===== src/rtl/mips_pkg.sv =====
// Shared op codes, FSM states and sizing helpers for the EX-stage multiply/divide unit.
package mips_pkg;

    localparam int XLEN = 32;

    localparam logic [2:0] OP_MULT  = 3'd0;
    localparam logic [2:0] OP_MULTU = 3'd1;
    localparam logic [2:0] OP_DIV   = 3'd2;
    localparam logic [2:0] OP_DIVU  = 3'd3;
    localparam logic [2:0] OP_MTHI  = 3'd4;
    localparam logic [2:0] OP_MTLO  = 3'd5;

    typedef enum logic [1:0] {
        ST_IDLE = 2'd0,
        ST_CALC = 2'd1,
        ST_FIX  = 2'd2
    } muldiv_state_t;

    function automatic int cntWidth(input int width);
        return $clog2(width) + 1;
    endfunction

    localparam int CNT_W = cntWidth(XLEN);

    function automatic logic isIterOp(input logic [2:0] op);
        return (op[2] == 1'b0);
    endfunction

    function automatic logic isDivOp(input logic [2:0] op);
        return (op == OP_DIV) || (op == OP_DIVU);
    endfunction

    function automatic logic isSignedOp(input logic [2:0] op);
        return (op == OP_MULT) || (op == OP_DIV);
    endfunction

endpackage


===== src/rtl/muldiv_unit_if.sv =====
// Issue/result bundle between the EX stage and the multiply/divide unit.
interface muldiv_unit_if
    import mips_pkg::*;
#(
    parameter int WIDTH = XLEN
);
    logic             start;
    logic [2:0]       op;
    logic [WIDTH-1:0] a;
    logic [WIDTH-1:0] b;
    logic             flush;
    logic             busy;
    logic             done;
    logic [WIDTH-1:0] hi;
    logic [WIDTH-1:0] lo;

    modport master (output start, op, a, b, flush, input busy, done, hi, lo);
    modport slave  (input start, op, a, b, flush, output busy, done, hi, lo);
endinterface


===== src/rtl/muldiv_datapath.sv =====
// Iteration registers and the shared adder/subtractor for shift-add multiply
// and restoring divide on unsigned magnitudes.
module muldiv_datapath
    import mips_pkg::*;
#(
    parameter int WIDTH = XLEN
)
(
    input  logic               clk,
    input  logic               rst,
    input  logic               i_init,
    input  logic               i_step,
    input  logic               i_isDiv,
    input  logic [WIDTH-1:0]   i_absA,
    input  logic [WIDTH-1:0]   i_absB,
    output logic [2*WIDTH-1:0] o_prod,
    output logic [WIDTH-1:0]   o_quot,
    output logic [WIDTH-1:0]   o_rem
);
    logic [WIDTH-1:0] r_hi;
    logic [WIDTH-1:0] r_lo;
    logic [WIDTH-1:0] r_b;
    logic [WIDTH:0]   w_shifted;
    logic [WIDTH:0]   w_addend;
    logic [WIDTH:0]   w_addSub;

    // Divide subtracts the divisor from the shifted remainder; multiply adds
    // the multiplicand when the current multiplier bit is set.
    assign w_shifted = {r_hi, r_lo[WIDTH-1]};
    assign w_addend  = r_lo[0] ? {1'b0, r_b} : '0;
    assign w_addSub  = i_isDiv ? (w_shifted - {1'b0, r_b}) : ({1'b0, r_hi} + w_addend);

    always_ff @(posedge clk or negedge rst) begin
        if (!rst) begin
            r_hi <= '0;
            r_lo <= '0;
            r_b  <= '0;
        end else if (i_init) begin
            r_hi <= '0;
            r_lo <= i_absA;
            r_b  <= i_absB;
        end else if (i_step) begin
            if (i_isDiv) begin
                r_hi <= w_addSub[WIDTH] ? w_shifted[WIDTH-1:0] : w_addSub[WIDTH-1:0];
                r_lo <= {r_lo[WIDTH-2:0], ~w_addSub[WIDTH]};
            end else begin
                r_hi <= w_addSub[WIDTH:1];
                r_lo <= {w_addSub[0], r_lo[WIDTH-1:1]};
            end
        end
    end

    assign o_prod = {r_hi, r_lo};
    assign o_quot = r_lo;
    assign o_rem  = r_hi;

endmodule


===== src/rtl/muldiv_unit.sv =====
// Iterative MULT/MULTU/DIV/DIVU/MTHI/MTLO unit owning the HI/LO registers;
// holds busy while an operation iterates so the front of the pipe stalls.
module muldiv_unit
    import mips_pkg::*;
#(
    parameter int WIDTH = XLEN
)
(
    input  logic         clk,
    input  logic         rst,
    muldiv_unit_if.slave bus
);
    localparam int CW = cntWidth(WIDTH);

    muldiv_state_t      r_state;
    muldiv_state_t      w_nextState;
    logic [CW-1:0]      r_cnt;
    logic               r_isDiv;
    logic               r_isSigned;
    logic               r_signA;
    logic               r_signB;
    logic               r_divZero;
    logic [WIDTH-1:0]   r_rawA;
    logic [WIDTH-1:0]   r_hi;
    logic [WIDTH-1:0]   r_lo;
    logic               r_done;
    logic               w_busy;
    logic               w_accept;
    logic               w_step;
    logic               w_lastIter;
    logic               w_opSigned;
    logic [WIDTH-1:0]   w_absA;
    logic [WIDTH-1:0]   w_absB;
    logic [2*WIDTH-1:0] w_prod;
    logic [2*WIDTH-1:0] w_prodFix;
    logic [WIDTH-1:0]   w_quot;
    logic [WIDTH-1:0]   w_rem;
    logic [WIDTH-1:0]   w_quotFix;
    logic [WIDTH-1:0]   w_remFix;
    logic [WIDTH-1:0]   w_resHi;
    logic [WIDTH-1:0]   w_resLo;

    assign w_opSigned = isSignedOp(bus.op);
    assign w_accept   = (r_state == ST_IDLE) && bus.start && !bus.flush && isIterOp(bus.op);
    assign w_step     = (r_state == ST_CALC) && !bus.flush;
    assign w_lastIter = (r_cnt == CW'(WIDTH - 1));
    assign w_absA     = (w_opSigned && bus.a[WIDTH-1]) ? -bus.a : bus.a;
    assign w_absB     = (w_opSigned && bus.b[WIDTH-1]) ? -bus.b : bus.b;

    muldiv_datapath #(.WIDTH(WIDTH)) u_datapath (
        .clk     (clk),
        .rst     (rst),
        .i_init  (w_accept),
        .i_step  (w_step),
        .i_isDiv (r_isDiv),
        .i_absA  (w_absA),
        .i_absB  (w_absB),
        .o_prod  (w_prod),
        .o_quot  (w_quot),
        .o_rem   (w_rem)
    );

    always_comb begin
        w_nextState = r_state;
        w_busy      = (r_state != ST_IDLE);
        if (bus.flush) begin
            w_nextState = ST_IDLE;
        end else begin
            case (r_state)
                ST_IDLE: if (w_accept) w_nextState = ST_CALC;
                ST_CALC: if (w_lastIter) w_nextState = ST_FIX;
                ST_FIX:  w_nextState = ST_IDLE;
                default: w_nextState = ST_IDLE;
            endcase
        end
    end

    always_ff @(posedge clk or negedge rst) begin
        if (!rst) begin
            r_state    <= ST_IDLE;
            r_done     <= 1'b0;
            r_cnt      <= '0;
            r_isDiv    <= 1'b0;
            r_isSigned <= 1'b0;
            r_signA    <= 1'b0;
            r_signB    <= 1'b0;
            r_divZero  <= 1'b0;
            r_rawA     <= '0;
        end else begin
            r_state <= w_nextState;
            r_done  <= (r_state == ST_FIX) && !bus.flush;
            if (w_accept) begin
                r_cnt      <= '0;
                r_isDiv    <= isDivOp(bus.op);
                r_isSigned <= w_opSigned;
                r_signA    <= w_opSigned && bus.a[WIDTH-1];
                r_signB    <= w_opSigned && bus.b[WIDTH-1];
                r_divZero  <= (bus.b == '0);
                r_rawA     <= bus.a;
            end else if (r_state == ST_CALC) begin
                r_cnt <= r_cnt + CW'(1);
            end
        end
    end

    // Remainder follows the dividend's sign; a zero divisor bypasses fix-up entirely.
    always_comb begin
        w_prodFix = (r_isSigned && (r_signA ^ r_signB)) ? -w_prod : w_prod;
        w_quotFix = (r_isSigned && (r_signA ^ r_signB)) ? -w_quot : w_quot;
        w_remFix  = (r_isSigned && r_signA) ? -w_rem : w_rem;
        w_resHi   = w_prodFix[2*WIDTH-1:WIDTH];
        w_resLo   = w_prodFix[WIDTH-1:0];
        if (r_isDiv) begin
            if (r_divZero) begin
                w_resHi = r_rawA;
                w_resLo = '1;
            end else begin
                w_resHi = w_remFix;
                w_resLo = w_quotFix;
            end
        end
    end

    always_ff @(posedge clk or negedge rst) begin
        if (!rst) begin
            r_hi <= '0;
            r_lo <= '0;
        end else if (!bus.flush) begin
            if (r_state == ST_FIX) begin
                r_hi <= w_resHi;
                r_lo <= w_resLo;
            end else if ((r_state == ST_IDLE) && bus.start) begin
                if (bus.op == OP_MTHI) r_hi <= bus.a;
                if (bus.op == OP_MTLO) r_lo <= bus.a;
            end
        end
    end

    assign bus.busy = w_busy;
    assign bus.done = r_done;
    assign bus.hi   = r_hi;
    assign bus.lo   = r_lo;

endmodule


===== src/flat_wrapper.sv =====
// flat-port wrapper written by rule: the top's interface ports become plain ports
module muldiv_unit_flat import mips_pkg::*;
#(
    parameter int WIDTH = XLEN
)
  (clk, rst, bus_start, bus_op, bus_a, bus_b, bus_flush, bus_busy, bus_done, bus_hi, bus_lo);
  muldiv_unit_if #(.WIDTH(WIDTH)) bus_i ();
  input  logic clk;
  input  logic rst;
  input wire logic [$bits(bus_i.start)-1:0] bus_start;
  input wire logic [$bits(bus_i.op)-1:0] bus_op;
  input wire logic [$bits(bus_i.a)-1:0] bus_a;
  input wire logic [$bits(bus_i.b)-1:0] bus_b;
  input wire logic [$bits(bus_i.flush)-1:0] bus_flush;
  output wire logic [$bits(bus_i.busy)-1:0] bus_busy;
  output wire logic [$bits(bus_i.done)-1:0] bus_done;
  output wire logic [$bits(bus_i.hi)-1:0] bus_hi;
  output wire logic [$bits(bus_i.lo)-1:0] bus_lo;
  assign bus_i.start = bus_start;
  assign bus_i.op = bus_op;
  assign bus_i.a = bus_a;
  assign bus_i.b = bus_b;
  assign bus_i.flush = bus_flush;
  assign bus_busy = bus_i.busy;
  assign bus_done = bus_i.done;
  assign bus_hi = bus_i.hi;
  assign bus_lo = bus_i.lo;
  muldiv_unit #(.WIDTH(WIDTH)) u_core (.clk(clk), .rst(rst), .bus(bus_i));
endmodule

===== config.mk =====
export PLATFORM = sky130hd
export DESIGN_NAME = muldiv_unit_flat
export DESIGN_NICKNAME = d
export VERILOG_FILES = /design/src/rtl/mips_pkg.sv /design/src/rtl/muldiv_unit_if.sv /design/src/rtl/muldiv_datapath.sv /design/src/rtl/muldiv_unit.sv /design/src/flat_wrapper.sv
export SDC_FILE = /design/constraint.sdc
export NUM_CORES = 1
export LEC_CHECK = 0
export CORE_MARGIN = 3
export CORE_UTILIZATION = 35
export CTS_CLUSTER_DIAMETER = 200
export DETAILED_ROUTE_END_ITERATION = 8
export SLEW_MARGIN = 20
export SYNTH_ARGS = -nofsm -noshare
export SYNTH_HDL_FRONTEND = slang
export SYNTH_SLANG_ARGS = --single-unit

===== constraint.sdc =====
create_clock -name clk -period 3.7 [get_ports clk]
set_input_delay 0.555 -clock clk [delete_from_list [all_inputs] [get_ports clk]]
set_output_delay 0.555 -clock clk [all_outputs]
set_load 0.02 [all_outputs]

# Word level (Yosys, flattened, before mapping)
# Index checks and enable logic that the tools add are counted.
[totals]
reg_bits = 206
inputBits = 71
output_inout_bits = 66
wordCells = 89
[op_classes]
n_addsub = 8
n_eq_ne = 9
n_mux = 30
bitwise = 4
n_reduce_logical = 24
[op_table]
columns = ["cell", "n"]
rows = [
  ["32-bit two-way mux", 22],
  ["32-bit negation", 4],
  ["64-bit two-way mux", 1],
  ["64-bit negation", 1],
  ["32-bit by 33-bit adder with 33-bit output", 1],
  ["33-bit two-way mux", 1],
  ["33-bit by 32-bit subtractor with 33-bit output", 1],
  ["32-bit logical NOT", 1],
  ["6-bit two-way mux", 2],
  ["2-bit nonzero test", 6],
  ["1-bit logical AND", 9],
  ["6-bit by 1-bit adder with 6-bit output, second input constant", 1],
  ["3-bit by 2-bit == test with 1-bit output, second input constant", 2],
  ["3-bit == test, second input constant", 2],
  ["6-bit by 5-bit == test with 1-bit output, second input constant", 1],
  ["2-bit two-way mux", 3],
  ["3-bit AND reduction", 2],
  ["2-bit one-hot mux with 2 select lines", 1],
  ["3-bit logical NOT", 1],
  ["3-bit by 2-bit inequality test with 1-bit output, second input constant", 1],
  ["3-bit inequality test, second input constant", 1],
  ["1-bit NOT", 3],
  ["2-bit by 1-bit == test with 1-bit output, second input constant", 1],
  ["2-bit == test, second input constant", 1],
  ["5 further kinds", 6],
]

# Logic depth before layout (Yosys ltp)
# Gate-level depths: netlist of run 1.
[depth]
word_depth = 7
mapped_depth = 15
depth_no_buf = 13

# Hierarchy
# From an unflattened synthesis of run 1, not the netlist that was laid out.
[hier_totals]
cells_unflattened = 2438
hier_area_um2 = 18724.2
[modules_own_cells]
columns = ["module", "n_inst", "cells_per_inst", "area_each_um2"]
rows = [
  ["muldiv_unit", 1, 1304, 9793.1],
  ["muldiv_datapath", 1, 1134, 8931.1],
]

# Least setup slack after synthesis of run 1
# No wires, ideal clock.
[synth_path]
path_kind = "register to register"
startpoint = "register u_core.u_datapath.r_lo[0] (netlist: u_core.u_datapath.o_quot[0])"
endpoint = "register u_core.u_datapath.r_hi[29] (netlist: u_core.u_datapath.o_rem[29])"
arrival_time_ns = 3.351
t_required_ns = 3.574
slack_ns = 0.223
path_stages_with_launch = 16
n_path_buf = 3
cell_sequence = "dfrtp_1 clkbuf_1 inv_1 clkbuf_1 nor2_1 ha_1 o211ai_1 a21oi_1 o211a_1 nor3_1 a31oi_1 a31oi_1 nor2_4 buf_6 a32o_1 a221o_1"
[synth_via]
elab_chain_cells = 7
[synth_rtl]
columns = ["element", "line_no", "rtl"]
rows = [
  ["from (decl)", "muldiv_datapath.sv:21", "logic [WIDTH-1:0] r_lo;"],
  ["from (signal assigned)", "muldiv_datapath.sv:40", "r_lo <= i_absA;"],
  ["from (signal assigned)", "muldiv_datapath.sv:45", "r_lo <= {r_lo[WIDTH-2:0], ~w_addSub[WIDTH]};"],
  ["from (signal assigned)", "muldiv_datapath.sv:48", "r_lo <= {w_addSub[0], r_lo[WIDTH-1:1]};"],
  ["32-bit two-way mux *", "muldiv_datapath.sv:30", "assign w_addend = r_lo[0] ? {1'b0, r_b} : '0;"],
  ["32-bit by 33-bit adder with 33-bit output *", "muldiv_datapath.sv:31", "assign w_addSub = i_isDiv ? (w_shifted - {1'b0, r_b}) : ({1'b0, r_hi} + w_addend);"],
  ["33-bit two-way mux *", "muldiv_datapath.sv:31", ""],
  ["32-bit two-way mux", "muldiv_datapath.sv:44", "r_hi <= w_addSub[WIDTH] ? w_shifted[WIDTH-1:0] : w_addSub[WIDTH-1:0];"],
  ["32-bit two-way mux *", "muldiv_datapath.sv:43", "if (i_isDiv) begin"],
  ["32-bit two-way mux *", "muldiv_datapath.sv:42", "end else if (i_step) begin"],
  ["32-bit two-way mux *", "muldiv_datapath.sv:38", "end else if (i_init) begin"],
  ["to (signal assigned)", "muldiv_datapath.sv:44", ""],
  ["to (signal assigned)", "muldiv_datapath.sv:47", "r_hi <= w_addSub[WIDTH:1];"],
  ["to (decl)", "muldiv_datapath.sv:20", "logic [WIDTH-1:0] r_hi;"],
]
# Mark *: on every way between the ends. The rest lies on a longest branch, timed or not. The select of a mux whose other input is x is not followed.
# A chain may end at the register's enable or synchronous reset.

# Worst setup path in the final report of run 1
[layout_path]
startpoint = "register u_core.u_datapath.r_b[9]"
endpoint = "register u_core.u_datapath.r_hi[1] (netlist: u_core.u_datapath.o_rem[1])"
[layout_via]
elab_chain_cells = 7
elab_cells_between_ends = 8
cone_classes = "2 x add/sub; 6 x mux"
[layout_rtl]
columns = ["element", "line_no", "rtl"]
rows = [
  ["from (decl)", "muldiv_datapath.sv:22", "logic [WIDTH-1:0] r_b;"],
  ["from (signal assigned)", "muldiv_datapath.sv:41", "r_b <= i_absB;"],
  ["32-bit two-way mux", "muldiv_datapath.sv:30", ""],
  ["32-bit by 33-bit adder with 33-bit output", "muldiv_datapath.sv:31", ""],
  ["33-bit two-way mux *", "muldiv_datapath.sv:31", ""],
  ["32-bit two-way mux *", "muldiv_datapath.sv:44", ""],
  ["32-bit two-way mux *", "muldiv_datapath.sv:43", ""],
  ["32-bit two-way mux *", "muldiv_datapath.sv:42", ""],
  ["32-bit two-way mux *", "muldiv_datapath.sv:38", ""],
]
# Marked as above.

==> results of run 1 <==
==> per-stage QoR <==
step	util [%]	hold slack (ps)	setup slack, ps
floorplan	-	259	223
global placement	41.2	457	27.6
detailed placement	41.2	465	22.8
CTS	43.4	87.4	150
global route	43.5	128	20.6
finish	43.5	81.9	193
==> worst reg2reg max path: cells and delay by family, from the launching register on <==
family          cells  cell delay [ps]
buf+inv             2              290
flops               1              370
simple gates        4              990
compound gates      4             1100
mux                 1              350
fa+ha+maj           1              330
==> state kept, by name, summed over array words and instances (netlist names), 2 cells and up <==
name / count
u_core.r_rawA: 32
u_core.bus.lo: 32
u_core.r_cnt: 6
u_core.r_state: 2
u_core.u_datapath.o_rem: 32
u_core.u_datapath.o_quot: 32
u_core.bus.hi: 32
u_core.u_datapath.r_b: 32
==> routing by layer <==
metal	up-vias	GRT usage, %	share of wire [%]
met5	-	0	0
met4	0	6.25	2.7
met3	91	3.33	7.3
met2	646	37.1	45
met1	7934	32.4	45
li1	7868	-	-
==> kinds of logic (layout without fill, tap and decap cells) <==
| kind of cell | count (synthesis) | in the layout | synth area share, % |
|---|---|---|---|
| AOI/OAI and AO/OA | 646 | 646 | 24.3 |
| muxes | 58 | 58 | 3.53 |
| buffers and inverters | 205 | 378 | 4.85 |
| xor gates and xnor gates | 184 | 184 | 9.74 |
| adders and majority gates | 71 | 71 | 5.46 |
| DFF | 206 | 206 | 31.2 |
| and+or+nand+nor | 741 | 741 | 20.9 |
==> Yosys cell counts (all sizes together), types with 17 or more instances <==
library cell,count,area [um^2]
a21o,27,203
a21oi,172,861
a31oi,25,156
and2,19,121
and3,22,138
buf,22,115
clkbuf,124,465
dfrtp,206,5150
ha,69,863
inv,57,214
mux2i,55,551
nand2,307,1150
nand3,37,203
nor2,179,679
nor3,61,305
nor4,19,185
o211ai,29,218
o21ai,197,993
o22ai,41,257
o31ai,17,141
or3,20,145
xnor2,104,911
xor2,80,701
==> layout make-up <==
| cell class | count | share of cell area (%) |
|---|---|---|
| Multi-Input combinational cell | 1700 | 52.6 |
| Inverter | 59 | 1.09 |
| Timing Repair Buffer | 271 | 12.1 |
| Sequential cell | 206 | 25.4 |
| Clock inverter | 16 | 1.40 |
| Clock buffer | 32 | 3.62 |
| Tap cell | 607 | 3.75 |
==> where the power goes <==
group	leakage [nW]	internal (mW)	switching [mW]	total [mW]
Combinational	5.70	3.36	4.51	7.86
Sequential	2.57	2.85	0.718	3.57
Clock	0.488	1.91	1.12	3.03
==> worst max path at each step <==
stage                           startpoint                            to  slack, ps  cells past startpoint
5_1_grt           u_core.u_datapath.r_b[9]    u_core.u_datapath.o_rem[1]         20                     12
4_1_cts        u_core.u_datapath.o_quot[0]    u_core.u_datapath.o_rem[1]        150                     15
3_3_place_gp                      bus_a[3]  u_core.u_datapath.o_quot[29]         30                     10
6_report          u_core.u_datapath.r_b[9]    u_core.u_datapath.o_rem[1]        190                     12
2_1_floorplan  u_core.u_datapath.o_quot[0]   u_core.u_datapath.o_rem[29]        220                     15
3_5_place_dp                      bus_a[3]  u_core.u_datapath.o_quot[29]         20                     10
==> repair_timing <==
action                     4_1_cts  5_1_grt
gates resized for setup          0        5
hold buffers                     0        0
setup endpoints to repair        0       17
setup buffers                    0        1
==> results.json, run 1 <==
{
  "syn_nets": 2253,
  "power_leakage_nw": 8.76,
  "fill_cells": 4771,
  "slew_headroom_pct": 33.8,
  "rows": 79,
  "grt_pass1_vias": 16102,
  "fp.coreArea_um2": 46700,
  "ff_latch_area_um2": 5160,
  "r2r-end": "u_core.u_datapath.o_rem[1]",
  "nNetsFinal": 2407,
  "place_area_um2": 19200,
  "crit_type": "reg -> reg",
  "synthFlopType": "dfrtp_1",
  "avgSynthCellArea_um2": 7.84,
  "hold_viol_final": 0,
  "min_path_type": "in -> async",
  "ir_worst_vdd_mv": 0.429,
  "multi_input_area_um2": 10700,
  "drv_cap": 0,
  "cts.sinks": 206,
  "synth-async-reset-ratio_pct": 100,
  "rsz0062_at_grt": "false",
  "antenna_found_initial": 0,
  "path_delay_family": "compound AO/OA/AOI/OAI gates",
  "dp_hpwl_um": 44200,
  "drive_gt1_share_pct": 10.3,
  "wl_per_cell_um": 20.3,
  "maxSlewViolCount": 0,
  "gr-usage-all-layers_pct": 23.0,
  "drt-initial-drc-count": 1526,
  "tightest_slew_ps": 994,
  "synth_cells": 2111,
  "ys_seq_area_share_pct": 31.2,
  "die_area_um2": 49900,
  "cts_buffers": 27,
  "clkSlewWorstSetupHoldPaths_ps": 60,
  "cp.required_ps": 4180,
  "cp_slowest_cell": "a2111o_1",
  "final_area_um2": 20300,
  "num_io_pins": 137,
  "skew_ps": 30.3,
  "dr.pass1.iters": 5,
  "overflow": 0,
  "die-height_um": 223,
  "io_buffers": 136,
  "wirelength_um": 58700,
  "cts_tree": "done",
  "synth_area_um2": 16500,
  "via_per_inst": 5.72,
  "clock_latency_ps": 580,
  "rrSetupSlack_ps": 190,
  "grt_pass1_wl_um": 93100,
  "grt_max_degree": 88,
  "gp_congestion": 0.965,
  "critical-path-max-stage-delay_ps": 430,
  "crit_fanout": 13,
  "ant_nets": 0,
  "synth_edf_count": 0,
  "cts.path.max_buffers": 3,
  "fin_cells": 2891,
  "critPathLaunchType": "register",
  "reg2reg_depth": 12,
  "status": "complete, no violations",
  "cts_htree_levels": 1,
  "drc": 0,
  "powerDensity_nw_per_um2": 713,
  "antennaDiodeCount": 0,
  "period_minus_slack_ps": 3510,
  "ctsRootBufferMaster": "clkbuf_16",
  "final_common_cell": "nand2_1",
  "yosysWarnings": 0,
  "path_buf_inv": 2,
  "dp.cells": 2842,
  "period_share_pct": 94.8,
  "rr_startpoint": "u_core.u_datapath.r_b[9]",
  "layout_common_cells": "nand2_1 (307), dfrtp_1 (204), nor2_1 (177)",
  "num_vias": 16539,
  "fmax_ghz": 0.285,
  "crit_chain": "inv_1 > ha_2 > a2111oi_4 > nand2_1 > nor4_4 > o21ai_2 > a2111o_1 > and3_1 > nor2_4 > buf_12 > mux2_2 > o21ai_1",
  "fin_tns_setup_ps": 0,
  "setup_violations": 0,
  "synthDistinctLibCells": 85,
  "die_w_um": 223,
  "cp.arrival_ps": 3980,
  "ys_ff_latch": 206,
  "start_util_pct": 35.5,
  "end_kind": "register",
  "p_total_mw": 14.5,
  "areaGrowthSynthToFinish_pct": 22.5
}
(Power assumes the default switching activity.)
==> run 2, diff against run 1 <==
Settings changed: CORE_UTILIZATION 35 to 40, HOLD_SLACK_MARGIN from default to 0.08.
==> run 2 against run 1 <==
Cell area shrank 1.3%; critical path depth grew 2; setup slack gained 18 ps; global-route usage grew 2.9 points; critical endpoint unchanged; maximum frequency grew 0.52%; clock power shrank 7.9%; core utilization grew 6.2 points; sequential share of layout area grew 0.34 points; sequential cell count is the same; combinational power shrank 0.5%; cell count shrank 3.2%.
==> results.json, run 2 (same netlist as run 1, synthesis figures left out) <==
{
  "antennaDiodeCount": 0,
  "dp.cells": 2752,
  "gp_congestion": 0.933,
  "die_w_um": 209,
  "rrSetupSlack_ps": 210,
  "use_met2_pct": 42.2,
  "clock_latency_ps": 590,
  "rsz0062_at_grt": "false",
  "io_buffers": 136,
  "overflow": 0,
  "tightest_slew_ps": 1030,
  "via_per_inst": 5.89,
  "startpoint": "u_core.u_datapath.o_quot[31]",
  "period_minus_slack_ps": 3490,
  "period_share_pct": 94.3,
  "cts_htree_levels": 1,
  "skew_ps": 19.4,
  "rows": 73,
  "use_met3_pct": 3.50,
  "drive_gt1_share_pct": 9.55,
  "reg2reg_depth": 14,
  "cp.required_ps": 4210,
  "setup_violations": 0,
  "ir_worst_vdd_mv": 0.383,
  "critPathLaunchType": "register",
  "wl_per_cell_um": 21.0,
  "num_io_pins": 137,
  "gr-usage-all-layers_pct": 25.9,
  "cts.path.max_buffers": 3,
  "ant_nets": 0,
  "num_vias": 16472,
  "holdWs_ps": 474,
  "cts_tree": "done",
  "drc": 0,
  "rr_startpoint": "u_core.u_datapath.o_quot[31]",
  "die-height_um": 209,
  "fin_tns_setup_ps": 0,
  "areaGrowthSynthToFinish_pct": 20.9,
  "grt_pass1_wl_um": 91600,
  "crit_fanout": 13,
  "drt-initial-drc-count": 1277,
  "wirelength_um": 58800,
  "cts.sinks": 206,
  "crit_type": "reg -> reg",
  "slew_headroom_pct": 31.6,
  "powerDensity_nw_per_um2": 708,
  "r2r-end": "u_core.u_datapath.o_rem[1]",
  "ctsRootBufferMaster": "clkbuf_16",
  "grt_pass1_vias": 16097,
  "final_common_cell": "nand2_1",
  "fin_cells": 2798,
  "layout_common_cells": "nand2_1 (307), dfrtp_1 (204), nor2_1 (177)",
  "drv_cap": 0,
  "cts_setup_buffers": 0,
  "min_path_type": "reg -> reg",
  "hold_viol_final": 0,
  "maxSlewViolCount": 0,
  "dp_hpwl_um": 44700,
  "power_leakage_nw": 8.69,
  "clkSlewWorstSetupHoldPaths_ps": 60,
  "antenna_found_initial": 1,
  "cp.arrival_ps": 4000,
  "cts_buffers": 28,
  "grt_util_met1_pct": 34.9,
  "fp.coreArea_um2": 40300,
  "setup.worst_path.end": "u_core.u_datapath.o_rem[1]",
  "end_kind": "register",
  "fmax_ghz": 0.287,
  "start_util_pct": 41.1,
  "nNetsFinal": 2400,
  "die_area_um2": 43800,
  "dr.pass1.iters": 5,
  "top_usage_layer": "met2",
  "status": "complete, no violations",
  "grt_max_degree": 84
}
-- run 2: cell count changes in the layout (fill, tap and decap cells not counted), moves of 3 or more --
cell | previous run | this run
buf_4 | 129 | 121
bufinv_16 | 7 | 3
clkbuf_1 | 1 | 4
clkinvlp_4 | 4 | 1
-- run 2: worst min path at each step --
stage | start | endpoint | slack [ps] | depth (start not counted)
floorplan | rst | u_core.bus.done | 260 | 0
global placement | u_core.r_rawA[16] | u_core.r_rawA[16] | 460 | 2
detailed placement | u_core.r_rawA[12] | u_core.r_rawA[12] | 460 | 2
CTS | u_core.r_rawA[16] | u_core.r_rawA[16] | 480 | 2
global route | u_core.u_datapath.r_b[8] | u_core.u_datapath.r_b[8] | 500 | 2
finish | u_core.bus.lo[19] | u_core.bus.lo[19] | 470 | 2
-- run 2: layout make-up --
cell class	count	area, um^2
well taps	525	657
repair buffers	263	2380
inverters	59	221
clock buffers	38	798
flip-flops and latches	206	5160
clock inverters	7	138
fillers	3971	20300
multi-input cells	1700	10700
-- run 2: metrics by stage --
step                cell area [um^2]  setup WS [ps]  utilization, %  total power, mW
floorplan                      16500            223               -             8.58
global placement               19000           75.8            47.3             11.2
detailed placement             19000           48.8            47.3             11.3
CTS                            20000            101            49.6             14.1
global route                   20000           17.6            49.7             15.1
finish                         20000            212            49.7             14.2
-- run 2: per-layer routing --
metal	routed length [um]	vias up	part of all wire (%)
li1	-	7857	-
met1	25800	7869	44
met2	26800	611	46
met3	3870	135	6.6
met4	2350	0	4.0
met5	0	-	0
-- run 2: worst max-delay path: stages (launching register included) --
cell      delay, ps
dfrtp_1         380
inv_1           180
ha_1            240
fa_1            230
nand2b_1        160
a21oi_1          90
buf_4           150
nor4_4          270
o21ai_2         160
a2111o_1        440
and3_1          250
nor2_4          220
buf_12          200
mux2_2          340
o21ai_1         110
-- run 2: repair_timing --
action,CTS,global route
gates resized for setup,0,2
hold buffers,1,0
endpoints found under the hold margin,79,0
endpoints found under the setup margin,0,17
-- run 2: where the power goes --
part | switching, mW | total (mW) | internal, mW
logic | 4.52 | 7.82 | 3.30
registers | 0.692 | 3.55 | 2.86
clock network | 1.09 | 2.79 | 1.70
total | 6.30 | 14.2 | 7.86
==> run 3, diff against run 2 <==
Settings changed: CORE_MARGIN 3 to 4.
==> run 3 against run 2 <==
First-iteration DRC count up 6.6%; global-route usage down 0.71 points; sequential power about the same; critical endpoint is now u_core.u_datapath.o_rem[0]; clock skew down 5.0 ps; die area up 1.9%; maximum frequency up 0.48%; cell area up 0.31%; non-clock buffer count up 23; count of clock-buffer cells in the layout down 3; highest routed layer unchanged; sequential share of layout area down 0.079 points.
==> results.json, run 3 (same netlist as run 1, synthesis figures left out) <==
{
  "status": "complete, no violations",
  "grt_pass1_vias": 16206,
  "dp_hpwl_um": 44000,
  "gr-usage-all-layers_pct": 25.2,
  "tightest_slew_ps": 1060,
  "period_share_pct": 93.8,
  "start_util_pct": 40.5,
  "fin_tns_setup_ps": 0,
  "dp.cells": 2781,
  "dr.pass1.iters": 5,
  "clkSlewWorstSetupHoldPaths_ps": 60,
  "via_per_inst": 5.90,
  "period_minus_slack_ps": 3470,
  "ctsRootBufferMaster": "clkbuf_16",
  "io_buffers": 136,
  "wl_per_cell_um": 20.6,
  "hp-start": "u_core.u_datapath.r_b[13]",
  "antennaDiodeCount": 0,
  "slew_headroom_pct": 29.4,
  "crit_fanout": 6,
  "die_area_um2": 44700,
  "fmax_ghz": 0.288,
  "rr_startpoint": "u_core.u_datapath.o_quot[31]",
  "power_leakage_nw": 8.75,
  "overflow": 0,
  "powerDensity_nw_per_um2": 696,
  "critPathLaunchType": "register",
  "rsz0062_at_grt": "false",
  "cts_tree": "done",
  "drive_gt1_share_pct": 10.5,
  "die-height_um": 211,
  "die_w_um": 211,
  "antenna_found_initial": 0,
  "num_vias": 16681,
  "whs_endpoint": "u_core.u_datapath.r_b[13]",
  "cts_htree_levels": 1,
  "layout_common_cells": "nand2_1 (307), dfrtp_1 (204), nor2_1 (177)",
  "drv_cap": 0,
  "final_area_um2": 20100,
  "place_area_um2": 19200,
  "maxSlewViolCount": 0,
  "cts.path.max_buffers": 3,
  "nNetsFinal": 2422,
  "grt_pass1_wl_um": 91300,
  "setup_violations": 0,
  "fp.coreArea_um2": 40800,
  "cts_buffers": 27,
  "fill_cells": 4053,
  "hold-path-cell-count": 2,
  "num_io_pins": 137,
  "end_kind": "register",
  "cp.arrival_ps": 3870,
  "drc": 0,
  "clock_latency_ps": 550,
  "areaGrowthSynthToFinish_pct": 21.3,
  "wirelength_um": 58200,
  "ir_worst_vdd_mv": 0.344,
  "min_path_type": "reg -> reg",
  "gp_congestion": 0.996,
  "cp.required_ps": 4100,
  "ant_nets": 0,
  "fin_cells": 2829,
  "cts.sinks": 206,
  "grt_max_degree": 118,
  "rrSetupSlack_ps": 230,
  "drt-initial-drc-count": 1361,
  "r2r-end": "u_core.u_datapath.o_rem[0]",
  "skew_ps": 14.4,
  "hold_viol_final": 0,
  "rows": 74,
  "final_common_cell": "nand2_1",
  "crit_type": "reg -> reg",
  "reg2reg_depth": 12
}
run 3: changes by cell type in the layout (fill, tap and decap cells not counted), sizes merged:
| cell | before | now |
|---|---|---|
| buf | 127 | 149 |
| clkinv | 5 | 11 |
| bufinv | 3 | 0 |
| clkbuf | 38 | 36 |
| clkinvlp | 1 | 2 |
run 3: per-stage QoR:
step           setup WS (ps)  hold WS, ps  util (%)  power [mW]
2_1_floorplan            223          259         -        8.58
3_3_place_gp            13.4          459      47.1        11.2
3_5_place_dp            33.0          464      47.1        11.4
4_1_cts                  114          482      49.1        13.9
5_1_grt                 30.1          496      49.2        14.9
6_report                 228          473      49.2        14.0
run 3: critical path, cell delays in order (launching register included):
cell,delay (ps)
dfrtp_1,380
inv_1,190
ha_1,230
fa_1,220
nand2b_1,130
a21oi_1,130
nor4_4,310
o21ai_2,150
a2111o_1,430
and3_1,270
buf_4,190
o311ai_0,560
a21oi_1,130
run 3: report_power, final:
group | total [mW] | internal [mW] | switching, mW
sequential | 3.55 | 2.85 | 0.690
clock | 2.47 | 1.41 | 1.06
combinational | 7.96 | 3.40 | 4.56
run 3: layout make-up:
cell class | instances | area (um^2) | share of cell area (%)
Sequential cell | 206 | 5160 | 25.7
Timing Repair Buffer | 286 | 2570 | 12.8
Inverter | 59 | 221 | 1.10
Multi-Input combinational cell | 1700 | 10600 | 53.0
Clock buffer | 35 | 746 | 3.71
Clock inverter | 11 | 71.3 | 0.355
Tap cell | 532 | 666 | 3.32
run 3: worst max-delay path by stage:
stage          cells after the start                            to  slack, ps                    startpoint
6_report                          12    u_core.u_datapath.o_rem[0]        230  u_core.u_datapath.o_quot[31]
5_1_grt                           15   u_core.u_datapath.o_rem[29]         30   u_core.u_datapath.o_quot[0]
4_1_cts                           16    u_core.u_datapath.o_rem[1]        110   u_core.u_datapath.o_quot[0]
3_5_place_dp                      10  u_core.u_datapath.o_quot[30]         30                      bus_a[8]
3_3_place_gp                      10  u_core.u_datapath.o_quot[30]         10                      bus_a[8]
2_1_floorplan                     15   u_core.u_datapath.o_rem[29]        220   u_core.u_datapath.o_quot[0]
run 3: routing by layer:
metal | wire length (um) | global-route usage, % | vias to the layer above
li1 | - | - | 7894
met1 | 25200 | 35.1 | 7996
met2 | 26400 | 40.8 | 665
met3 | 4280 | 2.62 | 126
met4 | 2300 | 9.35 | 0
met5 | 0 | 0 | -
run 3: repair_timing:
| action | in CTS | in global routing |
|---|---|---|
| gates resized for setup | 0 | 1 |
| setup endpoints to repair | 0 | 12 |
| hold buffers | 1 | 0 |
| endpoints found under the hold margin | 37 | 0 |
| setup buffers | 0 | 1 |
